**src/rtl/zcash_verif_pkg.sv**
```systemverilog
// Shared types and constants for the equihash tree checker.
package zcash_verif_pkg;

    // Default equihash configuration
    localparam int unsigned EQ_N        = 200;
    localparam int unsigned EQ_K        = 9;
    localparam int unsigned EQ_CBL      = EQ_N / (EQ_K + 1);
    localparam int unsigned EQ_IDX_BITS = EQ_CBL + 1;
    localparam int unsigned EQ_LVL_BITS = $clog2(EQ_K + 1);

    // Stack entry at the default configuration; modules built with other N/K
    // declare a local struct with the same field order.
    typedef struct packed {
        logic [EQ_LVL_BITS-1:0] lvl;
        logic [EQ_N-1:0]        xr;
        logic [EQ_IDX_BITS-1:0] idx;
    } equihash_tree_ent_t;

    // Result mask bit positions
    localparam int unsigned XOR_FAIL   = 0;
    localparam int unsigned ORDER_FAIL = 1;
    localparam int unsigned COUNT_FAIL = 2;
    localparam int unsigned MASK_W     = 3;

    // Widest hash the mask builder supports
    localparam int unsigned MASK_MAX_N = 1024;

    typedef enum logic [1:0] {
        StAccept,
        StMerge,
        StDone
    } tree_state_e;

    // Collision mask for a node at level lvl: the top lvl*cbl bits of an n-bit
    // hash, or all n bits at the root level k.
    function automatic logic [MASK_MAX_N-1:0] coll_mask(input int unsigned n,
                                                        input int unsigned cbl,
                                                        input int unsigned k,
                                                        input int unsigned lvl);
        int unsigned            w;
        logic [MASK_MAX_N-1:0] ones;
        w    = (lvl >= k) ? n : lvl * cbl;
        if (w > n) w = n;
        ones = '1;
        return (ones << (n - w)) & ~(ones << n);
    endfunction

endpackage

```
**src/rtl/zcash_equihash_node_merge.sv**
```systemverilog
// Combinational merge of two sibling tree nodes with collision and order checks.
module zcash_equihash_node_merge
    import zcash_verif_pkg::*;
#(
    parameter int unsigned N        = EQ_N,
    parameter int unsigned K        = EQ_K,
    parameter int unsigned CBL      = N / (K + 1),
    parameter int unsigned IDX_BITS = CBL + 1,
    parameter int unsigned LW       = $clog2(K + 1),
    parameter int unsigned ENT_W    = LW + N + IDX_BITS
) (
    input  logic [ENT_W-1:0] i_left,
    input  logic [ENT_W-1:0] i_right,
    output logic [ENT_W-1:0] o_merged,
    output logic             o_xor_fail,
    output logic             o_order_fail
);

    localparam int unsigned LV_NUM = 1 << LW;

    typedef struct packed {
        logic [LW-1:0]       lvl;
        logic [N-1:0]        xr;
        logic [IDX_BITS-1:0] idx;
    } ent_t;

    ent_t         w_l;
    ent_t         w_r;
    ent_t         w_m;
    logic [N-1:0] w_mask_tab [LV_NUM];
    logic         w_unused_rlvl;

    // Per-level collision masks; unreachable levels above K check every bit
    for (genvar g = 0; g < LV_NUM; g++) begin : g_mask
        localparam logic [MASK_MAX_N-1:0] LVL_MASK = coll_mask(N, CBL, K, g);
        assign w_mask_tab[g] = LVL_MASK[N-1:0];
    end

    assign w_l = i_left;
    assign w_r = i_right;

    assign w_m.lvl = w_l.lvl + LW'(1);
    assign w_m.xr  = w_l.xr ^ w_r.xr;
    assign w_m.idx = w_l.idx;

    assign o_merged     = w_m;
    assign o_xor_fail   = |(w_m.xr & w_mask_tab[w_m.lvl]);
    assign o_order_fail = (w_l.idx >= w_r.idx);

    // Siblings always share a level, so the right level is not needed
    assign w_unused_rlvl = ^w_r.lvl;

endmodule

```
**src/rtl/zcash_verif_equihash_tree.sv**
```systemverilog
// Equihash (N,K) tree checker: stacks leaves, folds equal-level pairs and
// reports a sticky per-solution fail mask.
module zcash_verif_equihash_tree
    import zcash_verif_pkg::*;
#(
    parameter int unsigned N        = EQ_N,
    parameter int unsigned K        = EQ_K,
    parameter int unsigned CBL      = N / (K + 1),
    parameter int unsigned IDX_BITS = CBL + 1
) (
    input  logic                i_clk,
    input  logic                i_rst,
    input  logic                i_val,
    output logic                o_rdy,
    input  logic [IDX_BITS-1:0] i_idx,
    input  logic [N-1:0]        i_hash,
    input  logic                i_last,
    output logic [MASK_W-1:0]   o_mask,
    output logic                o_mask_val
);

    localparam int unsigned LW    = $clog2(K + 1);
    localparam int unsigned DEPTH = K + 1;
    localparam int unsigned SIW   = $clog2(DEPTH);
    localparam int unsigned SPW   = $clog2(DEPTH + 1);
    localparam int unsigned CW    = K + 1;

    localparam logic [SPW-1:0] SP_ONE   = SPW'(1);
    localparam logic [SPW-1:0] SP_TWO   = SPW'(2);
    localparam logic [SPW-1:0] SP_THREE = SPW'(3);
    localparam logic [CW-1:0]  CNT_ONE  = CW'(1);
    localparam logic [CW-1:0]  LEAVES   = CW'(1) << K;

    typedef struct packed {
        logic [LW-1:0]       lvl;
        logic [N-1:0]        xr;
        logic [IDX_BITS-1:0] idx;
    } ent_t;

    tree_state_e       r_state;
    tree_state_e       w_state_n;
    ent_t              r_stk [DEPTH];
    logic [SPW-1:0]    r_sp;
    logic [CW-1:0]     r_cnt;
    logic [MASK_W-1:0] r_flags;
    logic              r_last;
    logic              r_live;

    logic              w_xfer;
    logic              w_full;
    logic [CW-1:0]     w_cnt_inc;
    ent_t              w_leaf;
    ent_t              w_left;
    ent_t              w_right;
    logic [LW-1:0]     w_below_lvl;
    ent_t              w_merged;
    logic              w_xor_fail;
    logic              w_order_fail;
    logic              w_push_eq;
    logic              w_merge_eq;

    assign o_rdy      = r_live && (r_state == StAccept);
    assign o_mask_val = (r_state == StDone);
    assign o_mask     = o_mask_val ? r_flags : '0;

    assign w_xfer    = i_val && o_rdy;
    assign w_full    = (r_cnt == LEAVES);
    assign w_cnt_inc = r_cnt + CNT_ONE;
    assign w_leaf    = {LW'(0), i_hash, i_idx};

    // Read the top three stack slots; empty slots read as zero
    always_comb begin
        w_left      = '0;
        w_right     = '0;
        w_below_lvl = '0;
        if (r_sp >= SP_ONE)   w_right     = r_stk[SIW'(r_sp - SP_ONE)];
        if (r_sp >= SP_TWO)   w_left      = r_stk[SIW'(r_sp - SP_TWO)];
        if (r_sp >= SP_THREE) w_below_lvl = r_stk[SIW'(r_sp - SP_THREE)].lvl;
    end

    // A pushed leaf pairs with a level-0 top; a merged node pairs with an
    // equal-level entry below it
    assign w_push_eq  = (r_sp >= SP_ONE) && (w_right.lvl == '0);
    assign w_merge_eq = (r_sp >= SP_THREE) && (w_below_lvl == w_merged.lvl);

    zcash_equihash_node_merge #(
        .N        (N),
        .K        (K),
        .CBL      (CBL),
        .IDX_BITS (IDX_BITS)
    ) u_merge (
        .i_left       (w_left),
        .i_right      (w_right),
        .o_merged     (w_merged),
        .o_xor_fail   (w_xor_fail),
        .o_order_fail (w_order_fail)
    );

    // FSM state register
    always_ff @(posedge i_clk) begin
        if (i_rst) r_state <= StAccept;
        else       r_state <= w_state_n;
    end

    // FSM next-state
    always_comb begin
        w_state_n = r_state;
        unique case (r_state)
            StAccept: begin
                if (w_xfer) begin
                    if (w_full) begin
                        // Excess leaf: drop it, finish only on the last one
                        if (i_last) w_state_n = StDone;
                    end else if (i_last && (w_cnt_inc != LEAVES)) begin
                        // Short solution: the partial stack is discarded
                        w_state_n = StDone;
                    end else if (w_push_eq) begin
                        w_state_n = StMerge;
                    end else if (i_last) begin
                        w_state_n = StDone;
                    end
                end
            end
            StMerge: begin
                if (!w_merge_eq) w_state_n = r_last ? StDone : StAccept;
            end
            StDone:  w_state_n = StAccept;
            default: w_state_n = StAccept;
        endcase
    end

    // Stack storage: push a leaf or replace the top pair with its merge
    always_ff @(posedge i_clk) begin
        if (r_state == StAccept && w_xfer && !w_full) begin
            r_stk[SIW'(r_sp)] <= w_leaf;
        end else if (r_state == StMerge) begin
            r_stk[SIW'(r_sp - SP_TWO)] <= w_merged;
        end
    end

    // Stack pointer, leaf counter, last-seen and sticky fail flags
    always_ff @(posedge i_clk) begin
        if (i_rst) begin
            r_sp    <= '0;
            r_cnt   <= '0;
            r_flags <= '0;
            r_last  <= 1'b0;
            r_live  <= 1'b0;
        end else begin
            r_live <= 1'b1;
            unique case (r_state)
                StAccept: begin
                    if (w_xfer) begin
                        if (w_full) begin
                            r_flags[COUNT_FAIL] <= 1'b1;
                        end else begin
                            r_sp  <= r_sp + SP_ONE;
                            r_cnt <= w_cnt_inc;
                            if (i_last && (w_cnt_inc != LEAVES)) r_flags[COUNT_FAIL] <= 1'b1;
                        end
                        if (i_last) r_last <= 1'b1;
                    end
                end
                StMerge: begin
                    r_sp                <= r_sp - SP_ONE;
                    r_flags[XOR_FAIL]   <= r_flags[XOR_FAIL] | w_xor_fail;
                    r_flags[ORDER_FAIL] <= r_flags[ORDER_FAIL] | w_order_fail;
                end
                StDone: begin
                    r_sp    <= '0;
                    r_cnt   <= '0;
                    r_flags <= '0;
                    r_last  <= 1'b0;
                end
                default: ;
            endcase
        end
    end

endmodule

```
**config.mk**
```make
export PLATFORM = sky130hd
export DESIGN_NAME = zcash_verif_equihash_tree
export DESIGN_NICKNAME = d
export VERILOG_FILES = /design/src/rtl/zcash_verif_pkg.sv /design/src/rtl/zcash_equihash_node_merge.sv /design/src/rtl/zcash_verif_equihash_tree.sv
export SDC_FILE = /design/constraint.sdc
export NUM_CORES = 2
export LEC_CHECK = 0
export BUFFER_PORTS_ARGS = -buffer_cell sky130_fd_sc_hd__buf_2
export CAP_MARGIN = 0
export CORE_ASPECT_RATIO = 2
export CORE_UTILIZATION = 43
export CTS_CLUSTER_DIAMETER = 150
export DETAILED_ROUTE_END_ITERATION = 8
export GPL_ROUTABILITY_DRIVEN = 0
export GPL_TIMING_DRIVEN = 1
export PLACE_DENSITY = 0.64
export SYNTH_ARGS = -nofsm -noshare
export SYNTH_HDL_FRONTEND = slang
export SYNTH_HIERARCHICAL = 1
export SYNTH_SLANG_ARGS = --single-unit
```
**constraint.sdc**
```tcl
create_clock -name i_clk -period 58.3 [get_ports i_clk]
set_clock_uncertainty 0.1 [all_clocks]
set_input_delay 5.83 -clock i_clk [delete_from_list [all_inputs] [get_ports i_clk]]
set_output_delay 5.83 -clock i_clk [all_outputs]
set_load 0.005 [all_outputs]
```
# Yosys cells after proc, flatten, opt, wreduce, memory -nomap -nowiden
# Memories as Yosys holds them, arrays and structs flattened.
# Index checks and enable logic that the tools add are counted.
op_classes:
  reduce_logical: 20
  n_bitwise: 5
  mux: 37
  n_lt_le_gt_ge: 5
  add_sub_neg: 6
  n_eq_ne: 10
ops:
  columns: ["operator", "count"]
  rows:
  - ["$mux W225", 3]
  - ["$mux W200", 2]
  - ["$reduce_or A225 Y1", 1]
  - ["$and A200 B200 Y200", 1]
  - ["$reduce_or A200 Y1", 1]
  - ["$xor A200 B200 Y200", 1]
  - ["$ge A21 B21 Y1", 1]
  - ["$mux W10", 2]
  - ["$pmux W10 S2", 1]
  - ["$mux W4", 4]
  - ["$mux W2", 7]
  - ["$mux W1", 12]
  - ["$pmux W4 S3", 1]
  - ["$reduce_and A3 Y1", 4]
  - ["$add A10 B1 Y10 const B", 1]
  - ["$eq A10 B10 Y1 const B", 1]
  - ["$ne A10 B10 Y1 const B", 1]
  - ["$add A4 B1 Y4 const B", 2]
  - ["$ge A4 B2 Y1 const B", 2]
  - ["$ne A2 B2 Y1 const B", 4]
  - ["$pmux W2 S2", 2]
  - ["$sub A4 B2 Y4 const B", 2]
  - ["$logic_and A1 B1 Y1", 7]
  - ["$ge A5 B5 Y1 const B", 1]
  - ["16 further kinds", 19]
totals:
  output_inout_bits: 5
  in_bits: 225
  ram_bits: 2250
  mem_bits_ro: 3200
  reg_bits: 21
  word_cells: 92
  memories: 2
mem_list:
  columns: ["name", "words", "width", "rd", "rd_ports_with_merged_regs", "write_ports", "line_no", "source"]
  rows:
  - ["(name not given)", 16, 200, 1, 0, 0, "zcash_equihash_node_merge.sv:47", "assign o_xor_fail = |(w_m.xr & w_mask_tab[w_m.lvl]);"]
  - ["r_stk", 10, 225, 3, 0, 1, "zcash_verif_equihash_tree.sv:42", "ent_t r_stk [DEPTH];"]

# Longest topological paths before layout
# An unclocked memory read counts as a cell.
logic_depth:
  depth_word: 12
  ltp_mapped: 24
  ltp_nobuf: 17

# By module
# The synthesis kept the hierarchy.
by_module_without_submodules:
  columns: ["mod", "area_each_um2", "n_inst", "cells_per_inst", "seq_area_each_um2"]
  rows:
  - ["zcash_verif_equihash_tree", 108686.7, 1, 6200, 67985.2]
  - ["zcash_equihash_node_merge", 3080.5, 1, 397, 0.0]

# Worst setup path before layout
# Ideal clock, no wire load.
synth_timing:
  kind: "input to register"
  start: "input i_val"
  end: "memory r_stk[0][0] in the netlist's numbering, enable pin"
  required_time_ns: 57.113
  cell_stages: 6
  path_slack_ns: 35.016
  path_buffers: 1
  setup_time_ns: 1.087
  arrival_ns: 22.097
  path_cell_list: "and3_1 > clkbuf_1 > nand2_1 > o32a_1 > o22a_1 > nor3_1"
synth_between:
  elab_chain_cells: 7
  elab_cells_between_ends: 10
  classes_between: "mux: 6; reduce/logical: 4"
synth_rtl:
  columns: ["item", "line_no", "source"]
  rows:
  - ["start: declaration", "zcash_verif_equihash_tree.sv:13", "input logic i_val,"]
  - ["$logic_and A1 B1 Y1 (*)", "zcash_verif_equihash_tree.sv:66", "assign w_xfer = i_val && o_rdy;"]
  - ["$logic_and A1 B1 Y1 (*) (2 in a row)", "zcash_verif_equihash_tree.sv:134", "if (r_state == StAccept && w_xfer && !w_full) begin"]
  - ["$mux W1", "zcash_verif_equihash_tree.sv:134", null]
  - ["$mux W1 (not written as such)", "zcash_verif_equihash_tree.sv:137", "r_stk[SIW'(r_sp - SP_TWO)] <= w_merged;"]
  - ["$reduce_or A225 Y1 (no line)", null, null]
  - ["$mux W4 (no line) / $mux W1 (equally long branches)", null, null]
  - ["end: declaration", "zcash_verif_equihash_tree.sv:42", null]
# Every way passes the cells marked *; elsewhere a longest branch is shown, timed or not.

# Worst setup path in the final report
layout_timing:
  start: "input i_val"
  end: "memory r_stk[4][129] in the netlist's numbering, enable pin"
# Same word-level chain as after synthesis.

==> flow_summary.toml <==
[clocking]
hold_buffers = 0
cts_buffers = 204
clock_latency_ps = 870
clkSlewWorstSetupHoldPaths_ps = 70
tritoncts = "built"
htreeDepth = 4
clockBufferDepth = 4
cts-root-buf = "clkbuf_16"
cts_setup_buffers = 0
cts_resized = 0
cts.sinks = 2271

[cells_and_area]
fin_area_sq_um = 123000
multi_input_area_sq_um = 41400
final_cells = 10200
fillerInstances = 21700
num-nets-final = 6861
regArea_sq_um = 68000
area_delta_synth_final_pct = 10.2
drive_gt1_share_pct = 27.0

[drt]
via_count = 65300
drt-pass1-iter-count = 5
vias_per_cell = 6.39
ant_nets = 0
drt_iter0_markers = 5245
wl_per_cell_um = 30.6
detail_route.wirelength_um = 313000
drc = 0

[floorplan]
fp.dieH_um = 723
die_area_sq_um = 262000
ioPinCount = 230
die_w_um = 362
coreArea_sq_um = 258000
num_rows = 264
start_util_pct = 43.2

[critical_path]
cp_data_required_time_ps = 58670
rrSetupSlack_ps = 49980
r2r_end = "r_flags[0]$_SDFFE_PP0N_"
cp.arrival_ps = 11050
reg2regPathDepth = 17
r2r_start = "r_sp[1]$_SDFFE_PP0P_"
start_kind = "input pin"
crit_start = "i_val"
crit_end = "r_stk[4][129]$_DFFE_PP_"
crit_path_end_kind = "flip-flop"
path_max_fanout = 50
crit_type = "in2reg"

[pwr]
p_sw_share_pct = 37.2
pwr-share-seq_pct = 34.1
p_comb_share_pct = 41.2
power_frac_clock_pct = 24.7
internal-power_mw = 3.53
netSwitchingPower_mw = 2.09
peakVddDrop_v = 0.0000560
power_density_nw_per_um2 = 45.7
p_leak_nw = 38.7

[sta]
finalSetupViolCount = 0
finalHoldViolations = 0
period_minus_slack_ps = 10680
relSlewSlack_pct = 20.1
post-route-period-util_pct = 18.3
tightest_slew_ps = 1200
final_max_slew_viol_count = 0
hold_ws_ps = 417
rsz0062_at_grt = "no"
setup-tns-final_ps = 0
fmax_ghz = 0.0936

[place]
dp_hpwl_um = 172000
port_buffers = 229
dp_cells = 9850
place_area_sq_um = 116000

[grt]
grt_usage_pct = 23.6
antenna_found_initial = 46
grt_max_degree = 130
grt_pass1_vias = 69500
grt_pass1_wl_um = 456000
overflow = 0

[synthesis]
yosys_warnings = 6
syn_inst = 6588
syn_area_per_cell_sq_um = 17.0
syn_area_sq_um = 112000
synth_nets = 6851

[worst_hold_path]
hold_path.class = "reg2reg"

[outcome]
status = "finished clean"

[run]
drv_cap = 0
## power groups by stage
stage / combinational (mW) / sequential (mW) / clock, mW
after floorplan: 1.61 / 1.96 / 0
after global placement: 2.29 / 1.94 / 0
after detailed placement: 2.32 / 1.95 / 0
after CTS: 2.32 / 1.91 / 1.41
after global routing: 2.45 / 1.92 / 1.46
final: 2.32 / 1.92 / 1.39
## routing by layer
metal / GRT usage (%) / share of wire (%) / vias to the layer above / wire [um]
met4: 9.31 / 4.1 / 36 / 12800
met3: 2.77 / 5.7 / 656 / 17900
met5: 0 / 0.070 / - / 220
met1: 28.8 / 38 / 35100 / 119000
li1: - / - / 27100 / -
met2: 42.4 / 52 / 2393 / 164000
## layout by cell type, fill, tap and decap left out, types with 37 or more instances in the layout
cell	count
inv_1	37
clkbuf_16	208
and3_1	226
xor2_1	208
a211oi_1	672
nor2_1	37
clkinv_2	41
mux2i_1	456
nor2b_1	232
edfxtp_1	2250
mux2_2	222
nor4_1	47
nand2_1	476
mux4_2	899
buf_2	229
buf_4	107
## state kept, by name, summed over array words and instances, names as in the netlist
| register | count |
|---|---|
| r_flags | 3 |
| r_last | 1 |
| r_sp | 4 |
| r_cnt | 10 |
| r_stk | 2250 |
| r_live | 1 |
| r_state | 2 |
## cell type report
type                       count  share of cell area, %
timing repair buffer         363                   2.02
clock buffer                 239                   4.35
inverter                      37                  0.113
sequential                  2271                   55.2
tap                         3458                   3.52
clock inverter               126                   1.11
multi-input combinational   3721                   33.6
antenna                        6                 0.0122
## stage by stage
stage	setup WS, ps	util, %	power [mW]
floorplan	35020	-	3.56
global placement	46740	45.0	4.24
finish	47620	47.7	5.62
detailed placement	46720	45.0	4.27
global route	47400	47.6	5.84
CTS	47630	47.6	5.65
## worst min path at each step
stage	from	to	slack [ps]	cells past startpoint
global placement	r_last$_SDFFE_PP0P_	r_last$_SDFFE_PP0P_	400	2
finish	r_last$_SDFFE_PP0P_	r_last$_SDFFE_PP0P_	420	2
CTS	r_last$_SDFFE_PP0P_	r_last$_SDFFE_PP0P_	420	2
global route	r_last$_SDFFE_PP0P_	r_last$_SDFFE_PP0P_	440	2
detailed placement	r_last$_SDFFE_PP0P_	r_last$_SDFFE_PP0P_	400	2
floorplan	r_flags[0]$_SDFFE_PP0N_	r_flags[0]$_SDFFE_PP0N_	330	2
## critical path: stages
cell and delay, ps:
buf_2 140, and3_1 340, nand2_1 160, o32a_1 310, o22ai_1 280, and3_4 700
buf_4 590, buf_4 740, buf_4 920, buf_4 830
Note: power is estimated with default switching activity, not from simulation.
